[src/rtl/pwm_seq_ctrl.sv]
// pwm_seq_ctrl: streams samples from memory into a PWM duty register, one sample per rep+1 PWM periods
`timescale 1ns/1ps
module pwm_seq_ctrl #(
  parameter int AW = 16,
  parameter int DW = 12,
  parameter int MEM_LAT = 1
) (
  input  logic          clock,
  input  logic          reset_n,
  input  logic          start,
  input  logic          stop,
  input  logic          loop_en,
  input  logic [3:0]    rep,
  input  logic [AW-1:0] addr_ini,
  input  logic [AW-1:0] addr_fim,
  input  logic          periodo_fim,
  output logic          mem_rd,
  output logic [AW-1:0] mem_addr,
  input  logic [DW-1:0] mem_data,
  output logic [DW-1:0] amostra,
  output logic          carga,
  output logic          busy,
  output logic          fim,
  output logic          erro,
  output logic          underrun
);
  localparam logic [DW-1:0] L_MID = {1'b1, {(DW-1){1'b0}}};
  localparam logic [2:0] L_LAST = 3'(MEM_LAT - 1);
  typedef enum logic [1:0] {IDLE, LER, ESPERA, PRONTO} state_t;
  state_t r_state, w_next;
  logic [AW-1:0] r_ini, r_fim, r_a;
  logic [DW-1:0] r_buf, r_amostra;
  logic [3:0] r_rep, r_cnt;
  logic [2:0] r_lat;
  logic r_loop, r_first, r_last, r_carga, r_fim_p, r_erro, r_under;
  logic w_go, w_bad, w_top, w_load, w_done, w_cap, w_end, w_pref;
  assign w_go   = start && !stop && r_state == IDLE && addr_fim >= addr_ini;
  assign w_bad  = start && !stop && r_state == IDLE && addr_fim < addr_ini;
  assign w_top  = r_cnt == r_rep;
  assign w_load = periodo_fim && r_state == PRONTO && w_top;
  assign w_done = w_load && r_last;
  assign w_cap  = r_state == ESPERA && r_lat == L_LAST;
  assign w_end  = r_a == r_fim;
  assign w_pref = w_load && !r_last && (!w_end || r_loop);
  assign mem_rd   = r_state == LER;
  assign mem_addr = r_a;
  assign busy     = r_state != IDLE;
  assign amostra  = r_amostra;
  assign carga    = r_carga;
  assign fim      = r_fim_p;
  assign erro     = r_erro;
  assign underrun = r_under;
  always_ff @(posedge clock or negedge reset_n)
    if (!reset_n) r_state <= IDLE;
    else r_state <= w_next;
  always_comb begin
    w_next = r_state;
    if (stop) w_next = IDLE;
    else
      unique case (r_state)
        IDLE:    w_next = w_go ? LER : IDLE;
        LER:     w_next = ESPERA;
        ESPERA:  w_next = w_cap ? PRONTO : ESPERA;
        PRONTO:  w_next = w_done ? IDLE : (w_pref ? LER : PRONTO);
        default: w_next = IDLE;
      endcase
  end
  always_ff @(posedge clock or negedge reset_n) begin
    if (!reset_n) begin
      r_ini     <= '0;
      r_fim     <= '0;
      r_a       <= '0;
      r_buf     <= '0;
      r_amostra <= L_MID;
      r_rep     <= '0;
      r_cnt     <= '0;
      r_lat     <= '0;
      r_loop    <= 1'b0;
      r_first   <= 1'b0;
      r_last    <= 1'b0;
      r_carga   <= 1'b0;
      r_fim_p   <= 1'b0;
      r_erro    <= 1'b0;
      r_under   <= 1'b0;
    end else begin
      r_carga <= 1'b0;
      r_fim_p <= w_done && !stop;
      r_erro  <= w_bad;
      if (w_go) begin
        r_ini   <= addr_ini;
        r_fim   <= addr_fim;
        r_rep   <= rep;
        r_loop  <= loop_en;
        r_a     <= addr_ini;
        // counter starts saturated so the first sample loads on the first period after the fill
        r_cnt   <= rep;
        r_first <= 1'b1;
        r_last  <= 1'b0;
        r_under <= 1'b0;
      end
      r_lat <= r_state == ESPERA ? r_lat + 3'd1 : 3'd0;
      if (w_cap) r_buf <= mem_data;
      if (periodo_fim && r_state != IDLE) r_cnt <= w_load ? 4'd0 : (w_top ? r_cnt : r_cnt + 4'd1);
      if (periodo_fim && w_top && !r_first && (r_state == LER || r_state == ESPERA)) r_under <= 1'b1;
      if (w_load && !r_last) begin
        r_amostra <= r_buf;
        r_carga   <= 1'b1;
        r_first   <= 1'b0;
        r_a       <= w_end ? (r_loop ? r_ini : r_a) : r_a + 1'b1;
        r_last    <= w_end && !r_loop;
      end
      if (stop) begin
        r_amostra <= L_MID;
        r_carga   <= 1'b1;
      end else if (w_done) r_amostra <= L_MID;
    end
  end
endmodule

[config.mk]
export PLATFORM = sky130hd
export DESIGN_NAME = pwm_seq_ctrl
export DESIGN_NICKNAME = d
export VERILOG_FILES = /design/src/rtl/pwm_seq_ctrl.sv
export SDC_FILE = /design/constraint.sdc
export NUM_CORES = 1
export LEC_CHECK = 0
export ABC_CLOCK_PERIOD_IN_PS = 2410
export BUFFER_PORTS_ARGS = -buffer_cell sky130_fd_sc_hd__clkbuf_2
export CAP_MARGIN = 20
export CORE_MARGIN = 4
export CORE_UTILIZATION = 56
export DETAILED_ROUTE_END_ITERATION = 16
export GPL_TIMING_DRIVEN = 0
export PLACE_DENSITY = 0.92
export SYNTH_ARGS = -nofsm -noshare
export SYNTH_HDL_FRONTEND = slang
export SYNTH_SLANG_ARGS = --single-unit
[constraint.sdc]
create_clock -name clock -period 2.41 [get_ports clock]
set_clock_uncertainty 0.1 [all_clocks]
set_input_delay 0.241 -clock clock [delete_from_list [all_inputs] [get_ports clock]]
set_output_delay 0.241 -clock clock [all_outputs]
set_load 0.02 [all_outputs]
==> metrics <==
die footprint 10260 µm²; dominant cell by count in the synthesized netlist dfrtp_1; most frequent cells after synthesis 91 x dfrtp_1, 32 x mux2_2, 32 x o21ai_0; total gr overflow 0; kind of end point of the critical path register; clock tree buffer depth 2; fin cells 676; Worst VDD drop 544.6 µV; Critical Path RT 2.59 ns; Die W 101.3 µm; placed insts 644; Post-synth top flop dfrtp_1; routability cong. 0.9042; Root Buffer clkbuf_8; Internal Power 3.796 mW; Crit path buffers/inverters 2; Final Hold Fails 0; ratio of cells with drive above 1 in the final layout 31.17%; run status finished clean; fin. max-slew vios 0; vias per inst 6.098; sw frac 40.43%; First-pass DRT Iterations 5; Worst Path Max Fanout 10; ANT nets after route 0; Synth Warn # 0; detailed placer's ending HPWL 9162 µm; Initial Util 58.46%; Setup CP Type reg -> reg; Syn Std Cell Area 4876 µm²; flops & latches, synth 92; Max Clk Rate 420.7 MHz; Clock Sinks 92; Post-synth EDFFs 0; Flop pwr share 42.8%; arrival time worst endpoint 2.55 ns; Worst path max stage delay 0.38 ns; Power Density 1083 nW/µm²; Psw 2.576 mW; H-tree levels 3; port bufs 87; number of CTS-inserted buffers 9; slowest CP cell dfrtp_1; drt wl/cell 18.88 µm; dominant cells by area after synthesis dfrtp_1 47%, mux2_2 7.4%, ha_1 6.4%; fin crit share 98.62%; post-synth top area cell dfrtp_1; Leak 2.820 nW; Tmin final 2.377 ns; worst-margin pin slew 0.5613 ns; row count 33; NumNets Final 645; io pins 88; clk slew on worst S/H paths 0.10 ns; Logic pwr share 39.5%; Area growth syn-to-layout 20.68%; Rel. slew slack 62.58%; async set or reset register ratio after synthesis 100.0%; family with the most delay on the worst path simple AND/OR/NAND/NOR gates; core footprint 8341 µm²; DR iter-0 viols 299; Total Wirelength 12760 µm; largest net degree at the start of global routing 55; initial antenna violation count 0; DRC Markers 0; clock network power share 17.8%; routed vias 4122; first-pass GRT wire length 20420 µm; sequential area share after synthesis 47.24%; vias in the first global route 4106; syn avg cell area 10.81 µm²; Mapped Cells 451; max_cap viols 0; Synth top area share 46.70%; Net Count, Synth 530; CP Launch Type register; Fin Setup TNS 0 ns; antenna diode count 0; cell chain of the critical path buf_2 > xor2_1 > nor4_1 > nand4_2 > buf_4 > nor3b_1 > a21oi_1 > o221a_2; Distinct cells, synth 55; hold crit path type in -> reg; final setup violation count 0; CTS tree done; GRT Overall Usage 25.90%; Skew-Pair Late Insertion Delay 0.39 ns; die height 101.3 µm
[worst register-to-register path, stage by stage (launching register included)]
cell     delay (ns)
dfrtp_1        0.38
buf_2          0.19
xor2_1         0.17
nor4_1         0.34
nand4_2        0.27
buf_4          0.25
nor3b_1        0.25
a21oi_1        0.07
o221a_2        0.25
[what timing repair did]
item                                    in CTS  in global routing
hold buffers                                13                  1
endpoints found under the hold margin       50                  1
pin swaps                                    1                  3
gates resized for setup                      2                 17
buffers inserted                             0                  2
endpoints found under the setup margin      12                 35
[registers in the layout (all words and copies together) (netlist names), 2 cells and up]
signal,cells
mem_addr,16
r_fim,16
r_ini,16
amostra,12
r_buf,12
r_cnt,4
r_rep,4
r_lat,3
r_state,2
[cells in the final DEF (no fill, tap or decap), drive strengths merged, types with 10 or more instances in the layout]
cell type	n
clkbuf	109
dfrtp	91
o21ai	36
mux2	32
inv	31
nand2	27
ha	25
xor2	24
nor3	19
a21oi	17
o221a	16
and2	15
dlygate4sd3	14
buf	14
a22o	11
nand3	10
[layer usage]
metal / GRT usage (%) / vias up / part of all wire (%)
met3: 6.336 / 36 / 8.8
met4: 10.63 / 0 / 2.8
met5: 0 / - / 0
met2: 40.85 / 209 / 48
li1: - / 1851 / -
met1: 34.49 / 2026 / 40
[kinds of logic (layout without fill, tap and decap cells)]
logic type	after synthesis	after routing	share of synthesized area, %
adder cells (fa/ha/maj)	25	25	6.415
buffers and inverters	52	172	4.593
multiplexers	34	34	7.801
XOR/XNOR	33	33	5.928
AO/OA/AOI/OAI	99	99	14.29
flip-flops	92	92	47.24
AND/OR/NAND/NOR	116	116	13.73
[area by class of cell]
class | instances | area [µm²]
clock inverter | 7 | 91.34
inverter | 28 | 105.1
timing repair buffer | 104 | 620.6
clock buffer | 9 | 123.9
tap | 105 | 131.4
buffer | 24 | 135.1
multi-input combinational | 307 | 2374
sequential | 92 | 2303
fill | 569 | 2456
[final timing paths]
kind,end,startpoint,cells after the start,slack [ns]
hold / removal,r_rep[3]$_DFFE_PN0P_,rep[3],2,0.003
setup / recovery,mem_addr[15]$_DFFE_PN0P_,mem_addr[4]$_DFFE_PN0P_,8,0.03
hold reg to reg,r_lat[0]$_DFF_PN0_,r_lat[0]$_DFF_PN0_,1,0.37
max in group asynchronous,amostra[11]$_DFFE_PN1P_,reset_n,3,1.21
setup reg to reg,mem_addr[15]$_DFFE_PN0P_,mem_addr[4]$_DFFE_PN0P_,8,0.03
min in group asynchronous,r_buf[2]$_DFFE_PN0P_,reset_n,2,0.30
[power groups by stage]
stage | combinational (mW) | sequential [mW] | clock [mW]
global route | 2.73 | 2.79 | 1.20
floorplan | 1.62 | 2.73 | 0
CTS | 2.42 | 2.70 | 1.13
global placement | 2.27 | 2.67 | 0
detailed placement | 2.38 | 2.72 | 0
finish | 2.52 | 2.73 | 1.13
[stage by stage]
step | hold WS (ns) | util (%) | power (mW) | setup WS, ns | instance area, µm²
6_report | 0.002661 | 70.55 | 6.373 | 0.03327 | 5884
5_1_grt | 0.003905 | 70.55 | 6.720 | -0.001687 | 5884
4_1_cts | 0.004658 | 69.79 | 6.246 | 0.003975 | 5821
3_5_place_dp | 0.1888 | 65.62 | 5.104 | -0.2311 | 5473
3_3_place_gp | 0.3444 | 65.26 | 4.943 | -0.1355 | 5443
2_1_floorplan | -0.1546 | - | 4.348 | 0.2039 | 4876
(Power assumes the default switching activity.)
